<file path="config.mk">
export PLATFORM = sky130hd
export DESIGN_NAME = sum_accumulator
export DESIGN_NICKNAME = d
export VERILOG_FILES = /design/src/rtl/sum_acc_pkg.sv /design/src/rtl/sum_acc_counter.sv /design/src/rtl/sum_accumulator.sv
export SDC_FILE = /design/constraint.sdc
export NUM_CORES = 1
export LEC_CHECK = 0
export ABC_AREA = 1
export CAP_MARGIN = 40
export CELL_PAD_IN_SITES_DETAIL_PLACEMENT = 0
export CELL_PAD_IN_SITES_GLOBAL_PLACEMENT = 1
export CORE_AREA = 2 2 84 86
export CTS_BUF_LIST = sky130_fd_sc_hd__clkbuf_4 sky130_fd_sc_hd__clkbuf_8 sky130_fd_sc_hd__clkbuf_16
export DETAILED_ROUTE_END_ITERATION = 12
export DIE_AREA = 0 0 86 88
export PLACE_DENSITY = 0.68
export SLEW_MARGIN = 10
export SYNTH_ARGS = -nofsm -noshare
export SYNTH_HDL_FRONTEND = slang
export SYNTH_SLANG_ARGS = --single-unit
export TNS_END_PERCENT = 100
</file>
<file path="constraint.sdc">
create_clock -name clk -period 5.05 [get_ports clk]
set_input_delay 0.7575 -clock clk [delete_from_list [all_inputs] [get_ports clk]]
set_output_delay 0.7575 -clock clk [all_outputs]
set_load 0.05 [all_outputs]
</file>
<file path="src/rtl/sum_acc_pkg.sv">
// ============================================================================
// Module   : sum_acc_pkg
// Brief    : Shared types, width defaults and adder helper for sum_accumulator.
// Revision : 1.0 - initial release
// ============================================================================
`default_nettype none

package sum_acc_pkg;

  typedef enum logic [1:0] {
    IDLE = 2'd0,
    ACC  = 2'd1,
    OUT  = 2'd2
  } state_e;

  localparam int SUM_DATA_W = 8;
  localparam int SUM_ACC_W  = 16;
  // Widest accumulator the helper supports; ACC_W must stay strictly below it.
  localparam int SUM_MAX_W  = 32;

  // Returns {carry, result}. Operands are already below 2**acc_w, so every
  // sum bit above the mask is the carry out of bit acc_w-1.
  function automatic logic [SUM_MAX_W:0] sat_add(
    input logic [SUM_MAX_W-1:0] acc,
    input logic [SUM_MAX_W-1:0] data,
    input int                   acc_w,
    input logic                 sat
  );
    logic [SUM_MAX_W:0] mask;
    logic [SUM_MAX_W:0] sum;
    logic [SUM_MAX_W:0] res;
    logic               carry;
    mask  = ({{SUM_MAX_W{1'b0}}, 1'b1} << acc_w) - {{SUM_MAX_W{1'b0}}, 1'b1};
    sum   = {1'b0, acc} + {1'b0, data};
    carry = |(sum & ~mask);
    res   = (sat && carry) ? mask : (sum & mask);
    return {carry, res[SUM_MAX_W-1:0]};
  endfunction

endpackage

`default_nettype wire

</file>
<file path="src/rtl/sum_acc_counter.sv">
// ============================================================================
// Module   : sum_acc_counter
// Brief    : Frame transfer counter with terminal-count flag.
// Revision : 1.0 - initial release
// ============================================================================
`default_nettype none

module sum_acc_counter #(
  parameter int COUNT = 4
) (
  input  logic clk,
  input  logic rst,
  input  logic inc,
  input  logic clr,
  output logic last
);

  localparam int CNT_W = $clog2(COUNT + 1);

  logic [CNT_W-1:0] r_cnt;

  always_ff @(posedge clk or posedge rst) begin
    if (rst) begin
      r_cnt <= '0;
    end else if (clr) begin
      r_cnt <= '0;
    end else if (inc) begin
      r_cnt <= r_cnt + CNT_W'(1);
    end
  end

  // The next transfer completes the frame.
  assign last = (r_cnt == CNT_W'(COUNT - 1));

endmodule

`default_nettype wire

</file>
<file path="src/rtl/sum_accumulator.sv">
// ============================================================================
// Module   : sum_accumulator
// Brief    : Frames COUNT adder results into one ACC_W total with overflow flag.
//            Define SUM_ACCUMULATOR_SATURATE_EN to clamp instead of wrapping.
// Revision : 1.0 - initial release
// ============================================================================
`default_nettype none

module sum_accumulator
  import sum_acc_pkg::*;
#(
  parameter int DATA_W = SUM_DATA_W,
  parameter int ACC_W  = SUM_ACC_W,
  parameter int COUNT  = 4
) (
  input  logic              clk,
  input  logic              rst,
  input  logic [DATA_W-1:0] s_data,
  input  logic              s_valid,
  output logic              s_ready,
  output logic [ACC_W-1:0]  m_data,
  output logic              m_valid,
  input  logic              m_ready,
  output logic              m_ovf
);

`ifdef SUM_ACCUMULATOR_SATURATE_EN
  localparam logic SAT_EN = 1'b1;
`else
  localparam logic SAT_EN = 1'b0;
`endif

  state_e             r_state;
  state_e             w_next;
  logic [ACC_W-1:0]   r_acc;
  logic               r_ovf;
  logic               w_xfer;
  logic               w_accept;
  logic               w_last;
  logic [SUM_MAX_W:0] w_add;
  logic               w_add_unused;

  assign w_xfer   = s_valid && s_ready;
  assign w_accept = (r_state == OUT) && m_ready;

  sum_acc_counter #(
    .COUNT (COUNT)
  ) u_counter (
    .clk  (clk),
    .rst  (rst),
    .inc  (w_xfer),
    .clr  (w_accept),
    .last (w_last)
  );

  // Once clamped, further carries (or zero adds) keep acc at full scale.
  assign w_add = sat_add(SUM_MAX_W'(r_acc), SUM_MAX_W'(s_data), ACC_W, SAT_EN);
  assign w_add_unused = ^w_add[SUM_MAX_W-1:ACC_W];

  always_ff @(posedge clk or posedge rst) begin
    if (rst) begin
      r_state <= IDLE;
    end else begin
      r_state <= w_next;
    end
  end

  always_comb begin
    w_next = r_state;
    case (r_state)
      IDLE, ACC: if (w_xfer) w_next = w_last ? OUT : ACC;
      OUT:       if (m_ready) w_next = IDLE;
      default:   w_next = IDLE;
    endcase
  end

  always_comb begin
    s_ready = 1'b1;
    m_valid = 1'b0;
    if (r_state == OUT) begin
      s_ready = 1'b0;
      m_valid = 1'b1;
    end
  end

  always_ff @(posedge clk or posedge rst) begin
    if (rst) begin
      r_acc <= '0;
      r_ovf <= 1'b0;
    end else if (w_xfer) begin
      if (r_state == IDLE) begin
        r_acc <= ACC_W'(s_data);
        r_ovf <= 1'b0;
      end else begin
        r_acc <= w_add[ACC_W-1:0];
        r_ovf <= r_ovf | w_add[SUM_MAX_W];
      end
    end else if (w_accept) begin
      r_acc <= '0;
      r_ovf <= 1'b0;
    end
  end

  assign m_data = r_acc;
  assign m_ovf  = r_ovf;

endmodule

`default_nettype wire

</file>
==> impl_metrics.env <==
export IMPL_clock_path_buffers=2
export IMPL_start_kind="register"
export IMPL_die_x_um=86
export IMPL_max_cap_violations=0
export IMPL_ctsResizeCount=0
export IMPL_grt_pass1_wl_um=6710
export IMPL_synthFlopType="dfrtp_1"
export IMPL_dr_pass1_iters=4
export IMPL_synthArstFlopShare_pct=100
export IMPL_ys_seq_elements=22
export IMPL_vias=1501
export IMPL_cts_tree="built"
export IMPL_hpwlAfterDp_um=3170
export IMPL_hp_class="register to register"
export IMPL_postCtsHoldBufs=0
export IMPL_drtIter0Drc=62
export IMPL_r2r_start="m_data[0]$_DFFE_PP0P_"
export IMPL_powerDensity_nw_per_um2=521
export IMPL_die_y_um=88
export IMPL_finalSetupViolCount=0
export IMPL_n_antenna_cell=0
export IMPL_synth_edf_count=0
export IMPL_clock_latency_ns=0.27
export IMPL_ant_nets=0
export IMPL_rrSetupSlack_ns=3.25
export IMPL_fin_util_pct=31.4
export IMPL_timing_fmax_ghz=0.403
export IMPL_period_needed_ns=2.48
export IMPL_core_rowCount=30
export IMPL_tightestPinTransition_ns=0.506
export IMPL_grt_pass1_vias=1436
export IMPL_drc=0
export IMPL_critPathMaxFanout=4
export IMPL_maxSlewViolCount=0
export IMPL_ff2ff_path_depth=10
export IMPL_nets=290
export IMPL_vias_per_cell=4.35
export IMPL_grt_ovfl_total=0
export IMPL_yosysSeqAreaShare_pct=33.8
export IMPL_irDropWorstVdd_v=0.000186
export IMPL_r2r_end="m_data[14]$_DFFE_PP0P_"
export IMPL_synthToLayoutAreaGrowth_pct=28.1
export IMPL_nFillCells=716
export IMPL_syn_avg_cell_area_um2=7.02
export IMPL_syn_inst=232
export IMPL_setup_tns_ns=0
export IMPL_rsz0062_at_grt="false"
export IMPL_path_class="register to output pin"
export IMPL_crit_start="r_state[0]$_DFFE_PP0P_"
export IMPL_endpoint_kind="output pin"
export IMPL_clkSinkCount=22
export IMPL_final_cells=345
export IMPL_power_leakage_nw=1.08
export IMPL_grt_max_degree=16
export IMPL_place_congestion=0.750
export IMPL_drive_above_1_share_pct=7.17
export IMPL_netlist_area_um2=1630
export IMPL_finalWirelength_um=4030
export IMPL_io_buffers=30
export IMPL_clk_pin_slew_ns=0.09
export IMPL_synth_cell_types=31
export IMPL_whs_ns=0.480
export IMPL_status="complete, no violations"
export IMPL_critPathCapture="m_valid"
export IMPL_initial_core_util_pct=24.5
export IMPL_ios=31
export IMPL_yosysTopAreaCellShare_pct=33.8
export IMPL_wl_per_cell_um=11.7
export IMPL_final_cell_mix="nand2_1 (76), inv_1 (31), clkdlybuf4s50_1 (30)"
export IMPL_antenna_found_initial=0
export IMPL_relSlewSlack_pct=66.2
export IMPL_post_cts_buffers=0
export IMPL_core_area_um2=6640
export IMPL_cts_buffers=3
export IMPL_finalClockSkew_ns=0.00443
export IMPL_dieArea_um2=7570
export IMPL_cts_root_buf="clkbuf_8"
export IMPL_hold_violations=0
export IMPL_yosysWarningCount=0
export IMPL_cts_max_level=1
export IMPL_required_ns=4.29
export IMPL_synth_area_leader_cell="dfrtp_1"
export IMPL_period_share_pct=49.2
export IMPL_dp_cells=342
export IMPL_synth_fp_nets=255
export IMPL_track_usage_pct=11.3
export IMPL_worstPathArrival_ns=1.72
export IMPL_mostFrequentLayoutCell="nand2_1"
export IMPL_synthTopCellsByArea="dfrtp_1 (34%), nand2_1 (18%), ha_1 (7.7%)"
-- critical path, stage by stage, from the launching register on --
cell and delay [ns]:
dfrtp_1 0.42, inv_2 0.09, nand2_2 0.09, inv_1 0.07, clkdlybuf4s50_1 0.79
-- per-layer routing --
layer | wire length, um | track usage [%]
met5 | 0 | 0
met4 | 46 | 3.03
met3 | 114 | 1.98
met2 | 1830 | 19.3
met1 | 2040 | 14.7
-- cells by family (layout without fill, tap and decap cells) --
family / after synthesis / count (layout) / share of synthesized area [%]
AOI/OAI and AO/OA: 34 / 34 / 11.8
adders and majority gates: 11 / 11 / 8.92
buffers and inverters: 37 / 70 / 9.92
DFF: 22 / 22 / 33.8
xor gates and xnor gates: 2 / 2 / 1.08
and+or+nand+nor: 126 / 126 / 34.4
-- worst min-delay path by stage --
| stage | start | to | slack, ns | cells after the start |
|---|---|---|---|---|
| CTS | u_counter.r_cnt[0]$_DFFE_PP0P_ | u_counter.r_cnt[0]$_DFFE_PP0P_ | 0.49 | 1 |
| floorplan | u_counter.r_cnt[0]$_DFFE_PP0P_ | u_counter.r_cnt[0]$_DFFE_PP0P_ | 0.45 | 1 |
| global route | u_counter.r_cnt[0]$_DFFE_PP0P_ | u_counter.r_cnt[0]$_DFFE_PP0P_ | 0.49 | 1 |
| global placement | u_counter.r_cnt[0]$_DFFE_PP0P_ | u_counter.r_cnt[0]$_DFFE_PP0P_ | 0.46 | 1 |
| finish | u_counter.r_cnt[0]$_DFFE_PP0P_ | u_counter.r_cnt[0]$_DFFE_PP0P_ | 0.48 | 1 |
| detailed placement | u_counter.r_cnt[0]$_DFFE_PP0P_ | u_counter.r_cnt[0]$_DFFE_PP0P_ | 0.47 | 1 |
-- power by group --
part / switching (W) / internal (W)
Clock: 0.0000637 / 0.0000534
Combinational: 0.000447 / 0.000233
Sequential: 0.0000552 / 0.000234
Total: 0.000566 / 0.000520
-- sequential cells by signal, indices dropped and copies added, names as in the netlist --
register and flops:
u_counter.r_cnt 3, m_data 16, r_state 2, m_ovf 1
-- cell type report --
type / count / area (um2) / area share, %
repair buffers: 31 / 328 / 15.7
clock buffers: 3 / 41.3 / 1.98
well taps: 80 / 100 / 4.80
inverters: 36 / 150 / 7.20
flip-flops and latches: 22 / 551 / 26.4
multi-input cells: 173 / 916 / 43.9
-- synth_stat cells, types with 2 or more instances --
cell type	number
nand2_1	76
inv_1	31
dfrtp_1	22
nor2_1	19
nand3_1	18
o21ai_0	14
a21oi_1	10
ha_1	10
nand2_4	3
o21ai_1	3
inv_4	2
inv_6	2
nand3b_1	2
nor3_1	2
xor2_1	2
-- per-stage QoR --
stage,instance area (um2),total power [W],setup slack (ns)
2_1_floorplan,1630,0.000785,3.02
3_3_place_gp,2020,0.000978,2.47
3_5_place_dp,2040,0.000980,2.44
4_1_cts,2090,0.00110,2.55
5_1_grt,2090,0.00119,2.51
6_report,2090,0.00109,2.57
(Power assumes the default switching activity.)
==> RTL edit: new RTL, same flow settings <==
Set the localparam `SAT_EN` to 1'b1 (it was 1'b0).
--- a/src/rtl/sum_accumulator.sv
+++ b/src/rtl/sum_accumulator.sv
@@ -29,3 +29,3 @@
 `else
-  localparam logic SAT_EN = 1'b0;
+  localparam logic SAT_EN = 1'b1;
 `endif
Formal check against the unedited RTL: same outputs for any inputs over 10 cycles, from zero or initial values and one cycle with rst high; that may be too few to reach the edited logic, so the function may still have changed.
==> RTL edit against the unedited design <==
Total power is 16% higher. Global-route usage is 1.8 points higher. Sequential cell count stayed put. Combinational power is 16% higher. Worst setup slack worse by 0.053 ns. First-iteration DRC count is 100% higher. Largest cell class unchanged. Via count is 12% higher. Die area stayed put. Clock skew hardly changed. Core utilization is 3.1 points higher. Cell area is 9.7% higher. Wire length is 15% higher. Synthesized area is 11% higher. Largest power group unchanged.
==> RTL edit: results (changes against the unedited design) <==
| Metric | Value |
|---|---|
| RePlAce Congestion | 0.8079 (+7.8%) |
| Fraction of the yosys area taken by sequential cells | 30.39% (-3.4 points) |
| Syn nets | 287 (+13%) |
| R2r setup slk | 3.06 ns (-0.19 ns) |
| First-pass GRT wire length | 7803 um (+16%) |
| Synth unique cells | 35 (+13%) |
| DPL Wire Length | 3712 um (+17%) |
| Starting DRT DRC Count | 126 (+100%) |
| Gr usage total | 13.12% (+1.8 points) |
| Vias | 1,676 (+12%) |
| Worst IR Drop VDD | 0.0001798 V (-3.4%) |
| CP max stage delay | 0.44 ns (-0.35 ns) |
| Status | finished, final reports clean |
| Layout cell share with drive strength beyond 1 | 9.091% (+1.9 points) |
| Inst Count DP | 373 (+9.1%) |
| Met3 layer usage reported by global route | 1.697% (-0.28 points) |
| Pin count of the biggest net entering global routing | 17 (+1) |
| Grt met1 use | 17.74% (+3.0 points) |
| Cells after synthesis | 264 (+14%) |
| FF-to-FF End | m_data[3] |
| P_leak | 1.158 nW (+7.2%) |
| Fillcell total | 722 (+0.84%) |
| Slew HR | 66.70% (+0.50 points) |
| Path depth of the worst reg2reg path | 11 (+1) |
| Critical-path maximum fanout | 6 (+2) |
| Crit path arrival time | 2.71 ns (+0.99 ns) |
| Met2 GRT Util | 22.13% (+2.8 points) |
| Final #Nets | 321 (+11%) |
| Non-filler instance count after layout | 377 (+9.3%) |
| Synth cell count leaders | 104 x nand2_1, 28 x inv_1, 27 x nor2_1, 22 x dfrtp_1, 18 x nand3_1 |
| Synth top area cells | dfrtp_1 30%, nand2_1 22%, ha_1 6.9% |
| Layout Skew | 0.004904 ns (+0.0004732 ns) |
| Vias in the first global route | 1,627 (+13%) |
| Routed len/inst | 12.26 um (+5.0%) |
| Worst r2r src | m_data[0] |
-- RTL edit: worst max path at each step --
stage | slack (ns) | end | start
finish | 2.51 | m_data[3] | s_data[0]
global route | 2.36 | m_data[6] | s_data[0]
CTS | 2.51 | m_data[3] | s_data[0]
detailed placement | 2.22 | m_data[3] | s_data[0]
global placement | 2.27 | m_data[4] | s_data[0]
floorplan | 2.84 | m_data[2] | s_data[0]
-- RTL edit: where the power goes --
group          internal, mW  leakage [nW]  switching, mW  total (mW)
Clock                 0.106        0.0357         0.0672       0.173
Sequential            0.234         0.282         0.0612       0.296
Combinational         0.282         0.841          0.505       0.787
-- RTL edit: worst max-delay path, delay by kind of cell --
family          cells  cell delay (ns)
buf+inv             1             0.44
fa+ha+maj           2             0.67
compound gates      1             0.21
simple gates        8             0.63
-- RTL edit: cell families after synthesis --
family	Yosys count	share of synthesized area [%]
and+or+nand+nor	169	42.20
buffers and inverters	37	9.047
DFF	22	30.39
AOI/OAI and AO/OA	19	7.459
adders and majority gates	11	8.011
xor gates and xnor gates	6	2.901
-- RTL edit: cell type report --
class	instances	area (sq um)	share of cell area, %
multi-input cells	205	1097	47.95
well taps	80	100.1	4.374
clock buffers	3	41.29	1.804
clock inverters	1	30.03	1.312
flip-flops and latches	22	550.5	24.06
inverters	35	141.4	6.178
repair buffers	31	327.8	14.32
-- RTL edit: per-layer routing --
| layer | part of all wire, % | vias to the layer above |
|---|---|---|
| met2 | 47 | 25 |
| met4 | 0.95 | 0 |
| met5 | 0 | - |
| met3 | 3.0 | 5 |
| met1 | 49 | 749 |
| li1 | - | 897 |
-- RTL edit: metrics by stage --
step / setup slack, ns / util [%] / area [sq um] / hold WS (ns) / total power, mW
CTS: 2.511 / 34.44 / 2288 / 0.4877 / 1.274
detailed placement: 2.216 / 33.37 / 2217 / 0.4740 / 1.096
global placement: 2.269 / 32.96 / 2190 / 0.4694 / 1.091
global route: 2.361 / 34.44 / 2288 / 0.5257 / 1.360
floorplan: 2.845 / - / 1812 / 0.4497 / 0.8844
finish: 2.514 / 34.44 / 2288 / 0.4812 / 1.256
